**src/rtl/muldiv_pkg.sv**
```systemverilog
// muldiv_pkg: shared encodings and constants for the multiply/divide controller.
// The optional divider is selected by the MULDIV_DIV_EN macro.
package muldiv_pkg;

  localparam int ITER_DEF = 32;

  typedef enum logic [1:0] {
    OP_MULT  = 2'b00,
    OP_MULTU = 2'b01,
    OP_DIV   = 2'b10,
    OP_DIVU  = 2'b11
  } op_e;

  typedef enum logic [1:0] {
    S_IDLE = 2'b00,
    S_RUN  = 2'b01,
    S_FIX  = 2'b10,
    S_DONE = 2'b11
  } state_e;

`ifdef MULDIV_DIV_EN
  // Quotient reported for a divide by zero; HI returns the dividend.
  localparam logic [31:0] LO_DIV0 = 32'hFFFF_FFFF;
`else
  // HI/LO reported for any divide when the divider is not built.
  localparam logic [31:0] HI_NODIV = 32'h0000_0000;
  localparam logic [31:0] LO_NODIV = 32'h0000_0000;
`endif

  // Magnitude of a source operand: two's-complement absolute value for
  // signed ops, raw value for unsigned ops. 0x8000_0000 maps to itself,
  // which is the correct unsigned magnitude.
  function automatic logic [31:0] mag32(input logic [31:0] v, input logic sgn);
    return (sgn && v[31]) ? (~v + 32'd1) : v;
  endfunction

endpackage

```
**src/rtl/muldiv_iter.sv**
```systemverilog
// muldiv_iter: one combinational step of the shared iterative datapath.
// mode_i=0: radix-2 shift-add multiply, acc = {partial_hi, multiplier bits}.
// mode_i=1: restoring subtract-shift divide, acc = {remainder, quotient bits}
//           (divide step only present when MULDIV_DIV_EN is defined).
module muldiv_iter
  import muldiv_pkg::*;
(
  input  logic        mode_i,
  input  logic [63:0] acc_i,
  input  logic [31:0] operand_i,
  output logic [63:0] acc_o
);

  logic [32:0] mul_sum;
  logic [63:0] mul_next;

  // Multiply: add the multiplicand when the current multiplier bit is set,
  // then shift the whole accumulator right with the carry entering at the top.
  always_comb begin
    mul_sum  = {1'b0, acc_i[63:32]} + (acc_i[0] ? {1'b0, operand_i} : 33'd0);
    mul_next = {mul_sum, acc_i[31:1]};
  end

`ifdef MULDIV_DIV_EN
  logic [32:0] rem_sh;
  logic [33:0] trial;
  logic        ge;
  logic [63:0] div_next;

  // Divide: shift the next dividend bit into the remainder and keep the
  // trial subtraction when it does not borrow. The shifted remainder can
  // reach 33 bits, so the trial is done at 34 bits to see the borrow.
  always_comb begin
    rem_sh   = {acc_i[63:32], acc_i[31]};
    trial    = {1'b0, rem_sh} - {2'b00, operand_i};
    ge       = ~trial[33];
    div_next = {(ge ? trial[31:0] : rem_sh[31:0]), acc_i[30:0], ge};
  end

  assign acc_o = mode_i ? div_next : mul_next;
`else
  logic unused_mode;
  assign unused_mode = mode_i;
  assign acc_o       = mul_next;
`endif

endmodule

```
**src/rtl/muldiv_ctrl.sv**
```systemverilog
// muldiv_ctrl: sequencing controller for the shared multi-cycle MULT/MULTU/
// DIV/DIVU resource. Owns the FSM, iteration counter, sign correction and
// the HI/LO valid/ack handshake. Define MULDIV_DIV_EN to build the divider;
// without it divides complete immediately with HI=LO=0.
module muldiv_ctrl
  import muldiv_pkg::*;
#(
  parameter int ITER = ITER_DEF
) (
  input  logic        clk,
  input  logic        reset,
  input  logic        op_valid,
  input  logic [1:0]  op_code,
  input  logic [31:0] op_src1,
  input  logic [31:0] op_src2,
  output logic        op_ready,
  input  logic        flush,
  output logic        res_valid,
  output logic [31:0] res_hi,
  output logic [31:0] res_lo,
  input  logic        res_ack,
  output logic        hilo_busy
);

  localparam int CNT_W = $clog2(ITER + 1);

  state_e           state_q, state_d;
  logic [CNT_W-1:0] cnt_q;
  logic             op_ready_q, res_valid_q, hilo_busy_q;
  logic [31:0]      res_hi_q, res_lo_q;

  logic [63:0]      acc_q;
  logic [31:0]      opnd_q;
  logic             div_q;
  logic             neg_res_q;
`ifdef MULDIV_DIV_EN
  logic             neg_rem_q;
`endif

  logic             is_div, is_signed, imm_done;
  logic [63:0]      acc_step;

  function automatic logic [63:0] cond_neg64(input logic [63:0] v, input logic neg);
    return neg ? (~v + 64'd1) : v;
  endfunction

  function automatic logic [31:0] cond_neg32(input logic [31:0] v, input logic neg);
    return neg ? (~v + 32'd1) : v;
  endfunction

  assign is_div    = (op_e'(op_code) == OP_DIV) || (op_e'(op_code) == OP_DIVU);
  assign is_signed = (op_e'(op_code) == OP_MULT) || (op_e'(op_code) == OP_DIV);

`ifdef MULDIV_DIV_EN
  assign imm_done = is_div && (op_src2 == 32'd0);
`else
  assign imm_done = is_div;
`endif

  muldiv_iter u_iter (
    .mode_i    (div_q),
    .acc_i     (acc_q),
    .operand_i (opnd_q),
    .acc_o     (acc_step)
  );

  // Next-state selection; flush wins over everything except reset.
  always_comb begin
    state_d = state_q;
    if (flush) begin
      state_d = S_IDLE;
    end else begin
      unique case (state_q)
        S_IDLE: if (op_valid) state_d = imm_done ? S_DONE : S_RUN;
        S_RUN:  if (cnt_q == CNT_W'(ITER - 1)) state_d = S_FIX;
        S_FIX:  state_d = S_DONE;
        S_DONE: if (res_ack) state_d = S_IDLE;
      endcase
    end
  end

  // State, registered handshake outputs and datapath registers.
  always_ff @(posedge clk) begin
    if (reset) begin
      state_q     <= S_IDLE;
      cnt_q       <= '0;
      op_ready_q  <= 1'b1;
      res_valid_q <= 1'b0;
      hilo_busy_q <= 1'b0;
      res_hi_q    <= '0;
      res_lo_q    <= '0;
    end else begin
      state_q     <= state_d;
      op_ready_q  <= (state_d == S_IDLE);
      res_valid_q <= (state_d == S_DONE);
      hilo_busy_q <= (state_d != S_IDLE);
      if (!flush) begin
        unique case (state_q)
          S_IDLE: if (op_valid) begin
            div_q     <= is_div;
            cnt_q     <= '0;
            acc_q     <= {32'h0, mag32(op_src1, is_signed)};
            opnd_q    <= mag32(op_src2, is_signed);
            neg_res_q <= is_signed & (op_src1[31] ^ op_src2[31]);
`ifdef MULDIV_DIV_EN
            neg_rem_q <= is_signed & op_src1[31];
            if (imm_done) begin
              res_hi_q <= op_src1;
              res_lo_q <= LO_DIV0;
            end
`else
            if (imm_done) begin
              res_hi_q <= HI_NODIV;
              res_lo_q <= LO_NODIV;
            end
`endif
          end
          S_RUN: begin
            acc_q <= acc_step;
            cnt_q <= cnt_q + CNT_W'(1);
          end
          S_FIX: begin
            {res_hi_q, res_lo_q} <= cond_neg64(acc_q, neg_res_q);
`ifdef MULDIV_DIV_EN
            if (div_q) begin
              res_lo_q <= cond_neg32(acc_q[31:0], neg_res_q);
              res_hi_q <= cond_neg32(acc_q[63:32], neg_rem_q);
            end
`endif
          end
          S_DONE: ;
        endcase
      end
    end
  end

  assign op_ready  = op_ready_q;
  assign res_valid = res_valid_q;
  assign hilo_busy = hilo_busy_q;
  assign res_hi    = res_hi_q;
  assign res_lo    = res_lo_q;

endmodule

```
**config.mk**
```make
export PLATFORM = sky130hd
export DESIGN_NAME = muldiv_ctrl
export DESIGN_NICKNAME = d
export VERILOG_FILES = /design/src/rtl/muldiv_pkg.sv /design/src/rtl/muldiv_iter.sv /design/src/rtl/muldiv_ctrl.sv
export SDC_FILE = /design/constraint.sdc
export NUM_CORES = 1
export LEC_CHECK = 0
export ABC_CLOCK_PERIOD_IN_PS = 7800
export BUFFER_PORTS_ARGS = -buffer_cell sky130_fd_sc_hd__clkbuf_2
export CAP_MARGIN = 10
export CORE_MARGIN = 2
export CORE_UTILIZATION = 45
export CTS_BUF_LIST = sky130_fd_sc_hd__clkbuf_8
export DETAILED_ROUTE_END_ITERATION = 8
export PLACE_DENSITY = 0.72
export SETUP_SLACK_MARGIN = 0.2
export SYNTH_ARGS = -nofsm -noshare
export SYNTH_HDL_FRONTEND = slang
export SYNTH_HIERARCHICAL = 1
export SYNTH_SLANG_ARGS = --single-unit
```
**constraint.sdc**
```tcl
create_clock -name clk -period 7.8 [get_ports clk]
set_input_delay 1.17 -clock clk [delete_from_list [all_inputs] [get_ports clk]]
set_output_delay 1.17 -clock clk [all_outputs]
set_load 0.02 [all_outputs]
```
==> results of run 1 <==
## layout by cell type, fill, tap and decap left out, drive strengths merged, types with 14 or more instances in the layout
cell type / n
a31oi: 14
nor4: 16
o21ai: 120
nand2: 132
xnor2: 62
dfxtp: 75
inv: 29
o41ai: 16
and2: 67
a21o: 22
or3: 20
clkbuf: 154
edfxtp: 97
a21oi: 61
ha: 36
nand3: 14
or4: 19
xor2: 92
nor2: 83
o31ai: 29
nor3: 23
## power by group
part	internal [uW]	switching [uW]	total [uW]
logic	111	169	280
registers	991	26.6	1020
clock network	358	369	727
## critical path: stages, from the launching register on
cell and delay [ps]:
edfxtp_1 380, buf_4 240, and2_1 200, ha_1 200, fa_1 430, a211o_1 350, a211oi_2 330, o31ai_2 190
a31oi_4 240, a21oi_2 110, a211oi_1 260, nor2b_1 60, and2_1 130
## per-stage QoR
step	hold slack, ps	instance area, sq um	setup slack [ps]
final	453	12200	4410
after global routing	482	12200	4250
after CTS	456	12200	4410
after detailed placement	442	11800	4260
after global placement	437	11800	4360
after floorplan	479	11100	3050
## worst min-delay path by stage
| stage | to | slack [ps] |
|---|---|---|
| finish | res_hi[20]$_SDFFE_PP0P_ | 450 |
| global route | res_hi[20]$_SDFFE_PP0P_ | 480 |
| CTS | res_hi[30]$_SDFFE_PP0P_ | 460 |
| detailed placement | res_hi[30]$_SDFFE_PP0P_ | 440 |
| global placement | res_lo[27]$_SDFFE_PP0P_ | 440 |
| floorplan | cnt_q[4]$_SDFFE_PP0P_ | 480 |
## sequential cells by signal, indices dropped and copies added (netlist names)
| signal | flops |
|---|---|
| acc_q | 64 |
| opnd_q | 32 |
| res_hi | 32 |
| res_lo | 32 |
| cnt_q | 6 |
| state_q | 2 |
| hilo_busy | 1 |
| neg_res_q | 1 |
| op_ready | 1 |
| res_valid | 1 |
## area by class of cell
class	instances	area, sq um
Inverter	19	71.3
Clock inverter	15	211
Sequential cell	172	4410
Tap cell	324	405
Fill cell	2292	12000
Multi-Input combinational cell	917	6150
Timing Repair Buffer	144	738
Clock buffer	17	234
## layer usage
layer | GRT usage (%) | share of wire [%] | vias to the layer above
met4 | 6.25 | 2.2 | 0
met2 | 35.6 | 48 | 247
met3 | 3.88 | 4.7 | 39
met1 | 27.9 | 45 | 4205
li1 | - | - | 4418
met5 | 0 | 0 | -
==> flow_summary.yaml, run 1 <==
status:
  status: "completed"
yosys:
  yosys_warnings: 6
  synth_fp_nets: 1302
  syn_inst: 1194
  netlist_area_sq_um: 11100
  synth_area_per_cell_sq_um: 9.30
clocking:
  cts_made_buffers: 17
  clk_pin_slew_ps: 100
  cts-root-buf: "clkbuf_8"
  cts_max_path_buffers: 2
  holdBufCountCts: 0
  clock_latency_ps: 470
  cts.sinks: 172
  cts_resized: 0
  cts_setup_buffers: 0
  h-tree-depth: 4
  cts_tree: "built"
final_layout:
  drive_gt1_share_pct: 18.2
  final_cells: 1608
  area_growth_syn_to_layout_pct: 10.1
  fin_util_pct: 50.4
  antennaDiodeCount: 0
  fin_nets: 1379
placed_design:
  dp_cells: 1576
  dp_hpwl_mm: 20.3
  routabilityCongestion: 0.883
  io_buffers: 137
hold_path:
  whs_path_depth: 2
  hp-class: "flop to flop"
  hp-start: "res_hi[20]$_SDFFE_PP0P_"
drt:
  routed_wl_mm: 27.5
  wl_per_cell_um: 17.1
  drc: 0
  ant_nets: 0
  routed_via_density: 5.54
  first_pass_iters: 5
  num_vias: 8909
  first_iter_violations: 716
critical_path:
  rrSetupSlack_ps: 4410
  cp_max_fo: 37
  worstPathRequired_ps: 8030
  startpoint_type: "flop"
  crit_end: "acc_q[61]$_SDFFCE_PN0P_"
  crit_arrival_ps: 3620
  critPathLaunch: "acc_q[0]$_DFFE_PP_"
  worstSetupPathType: "flop to flop"
  r2r_end: "acc_q[61]$_SDFFCE_PN0P_"
  r2r-start: "acc_q[0]$_DFFE_PP_"
  end_kind: "flop"
  r2r_cells: 12
pwr:
  leakagePower_uw: 0.00482
  p_total_uw: 2030
  ir_drop_v: 0.000114
  p_per_area_nw_per_um2: 166
global_route:
  grt_usage_pct: 21.2
  antenna_found_initial: 0
  grt_pass1_vias: 8459
  grt_remaining_overflow: 0
  grt_pass1_wl_mm: 44.1
  grt_max_degree: 82
timing:
  hold_viol_final: 0
  period_needed_ps: 3390
  fin_crit_sh_pct: 43.5
  tns_ps: 0
  max_slew_margin_pct: 29.3
  fin_worst_skew_ps: 17.1
  rsz0062_at_grt: "false"
  worstMarginPinSlew_ps: 1060
  max_freq_mhz: 295
  finalSetupViolCount: 0
  slew_violations: 0
floorplanning:
  die_w_um: 161
  dieArea_sq_um: 25900
  die_y_um: 161
  initial_core_util_pct: 45.8
  core_sq_um: 24200
  ios: 138
  fp-row-count: 57
job:
  maxCapViolCount: 0
(Power assumes the default switching activity.)
==> inputs of run 2 (changes only) <==
ABC_AREA = 1   (was not set)
ABC_CLOCK_PERIOD_IN_PS = 2950   (was 7800)
PLACE_DENSITY = 0.74   (was 0.72)
clock period = 2.95 ns   (was 7.8 ns; I/O delays follow)
==> flow_summary.yaml, run 2 <==
pwr:
  p_comb_share_pct: 17.8
  p_per_area_nw_per_um2: 374
  ir_drop_v: 0.000287
  p_switching_uw: 1780
  seq_power_share_pct: 50.8
  swShare_pct: 33.2
  leakagePower_uw: 0.00696
  power_frac_clock_pct: 31.4
  p_int_uw: 3570
critical_path:
  r2r-start: "acc_q[0]$_DFFE_PP_"
  crit_buf_inv: 2
  cp_max_fo: 6
  worstSetupPathType: "flop to flop"
  cpPeakStageDelay_ps: 490
  crit_arrival_ps: 2750
  r2r_cells: 16
  cp_top_family: "simple AND/OR/NAND/NOR gates"
  crit_slowest_cell: "edfxtp_1"
  r2r_end: "acc_q[51]$_SDFFCE_PN0P_"
  crit_chain: "nand2_1 > inv_1 > ha_1 > fa_1 > nand3_1 > nand3_1 > nand2_1 > nand2_2 > nand2_1 > nand2_2 > nand2_1 > nand2_1 > nand2_1 > nand2_1 > inv_1 > nor2_1"
  end_kind: "flop"
  startpoint_type: "flop"
  rrSetupSlack_ps: 450
  cp_common_cell: "nand2_1"
  worstPathRequired_ps: 3200
hold_path:
  hp-class: "input pin to flop"
  hp-start: "op_src2[0]"
  whs_path_depth: 1
  hold_path_end: "opnd_q[0]$_DFFE_PP_"
timing:
  max_slew_margin_pct: 47.0
  max_freq_mhz: 400
  fin_crit_sh_pct: 84.7
  finalSetupViolCount: 0
  fin_worst_skew_ps: 20.7
  period_needed_ps: 2500
  hold_ws_ps: 155
  worstMarginPinSlew_ps: 791
  slew_violations: 0
  hold_viol_final: 0
  rsz0062_at_grt: "false"
  tns_ps: 0
final_layout:
  regMostFlops: "acc_q"
  final_cells: 2514
  antennaDiodeCount: 0
  fin_nets: 2225
  drive_gt1_share_pct: 11.3
  final_common_cell: "nand2_1"
  final_cell_mix: "637 x nand2_1, 304 x inv_1, 244 x nor2_1"
  largest_reg_flops: 64
  area_growth_syn_to_layout_pct: 9.71
yosys:
  netlist_area_sq_um: 13000
  yosys_warnings: 6
  synth_fp_nets: 2133
  syn_inst: 2025
  synth_area_per_cell_sq_um: 6.44
drt:
  first_iter_violations: 1229
  first_pass_iters: 7
  routed_via_density: 5.14
  num_vias: 12900
  wl_per_cell_um: 14.9
  ant_nets: 0
  routed_wl_mm: 37.5
  drc: 0
job:
  maxCapViolCount: 0
clocking:
  cts_max_path_buffers: 2
  clock_latency_ps: 490
  cts_setup_buffers: 0
  h-tree-depth: 4
  cts.sinks: 172
  cts-root-buf: "clkbuf_8"
  clk_pin_slew_ps: 110
  cts_made_buffers: 17
  cts_tree: "built"
global_route:
  antenna_found_initial: 0
  grt_pass1_vias: 12000
  grt_remaining_overflow: 0
  grt_max_degree: 65
  grt_pass1_wl_mm: 60.7
  grt_usage_pct: 25.0
floorplanning:
  core_sq_um: 28600
  die_y_um: 174
  ios: 138
  die_w_um: 174
  initial_core_util_pct: 45.6
  dieArea_sq_um: 30400
  fp-row-count: 62
status:
  status: "completed"
placed_design:
  routabilityCongestion: 0.975
  dp_cells: 2482
  io_buffers: 137
  dp_hpwl_mm: 30.1
==> run 2: per-layer routing <==
layer	track usage [%]	wire, um	part of all wire [%]	vias to the layer above
met5	0	0	0	-
met4	6.44	549	1.5	0
met3	3.92	3290	8.8	40
met2	39.2	16200	43	497
met1	35.9	17400	47	5813
li1	-	-	-	6581
==> run 2: what timing repair did <==
action	CTS	global route
gates resized for setup	0	1
hold buffers	0	0
endpoints found under the setup margin	0	1
==> run 2: worst max-delay path by stage <==
stage	startpoint	endpoint	slack [ps]	cells after the start
final	acc_q[0]$_DFFE_PP_	acc_q[51]$_SDFFCE_PN0P_	450	16
after global placement	acc_q[32]$_SDFFCE_PN0P_	acc_q[51]$_SDFFCE_PN0P_	560	14
after global routing	acc_q[0]$_DFFE_PP_	acc_q[51]$_SDFFCE_PN0P_	240	16
after detailed placement	acc_q[0]$_DFFE_PP_	acc_q[62]$_SDFFCE_PN0P_	500	16
after CTS	acc_q[0]$_DFFE_PP_	acc_q[62]$_SDFFCE_PN0P_	460	15
after floorplan	reset	neg_res_q$_DFFE_PP_	280	3
==> run 2: cell type report <==
class / count / area [sq um]
Multi-Input combinational cell: 1467 / 7050
Fill cell: 2950 / 14300
Sequential cell: 172 / 4410
Timing Repair Buffer: 150 / 825
Inverter: 309 / 1160
Tap cell: 384 / 480
Clock inverter: 15 / 156
Clock buffer: 17 / 234
==> run 2: power by group through the flow <==
| stage | sequential (uW) | clock, uW | combinational [uW] |
|---|---|---|---|
| after floorplan | 2750 | 0 | 667 |
| after global placement | 2770 | 0 | 923 |
| after detailed placement | 2770 | 0 | 938 |
| after CTS | 2710 | 1720 | 943 |
| after global routing | 2730 | 1810 | 1080 |
| final | 2720 | 1680 | 952 |
==> run 2: per-stage QoR <==
step                total power [uW]  cell area [sq um]  util, %  worst slack, ps
finish                          5350              14300     50.0              452
global route                    5610              14300     50.0              237
CTS                             5370              14300     50.0              463
detailed placement              3710              13900     48.6              501
global placement                3690              13900     48.6              559
floorplan                       3420              13100        -              277
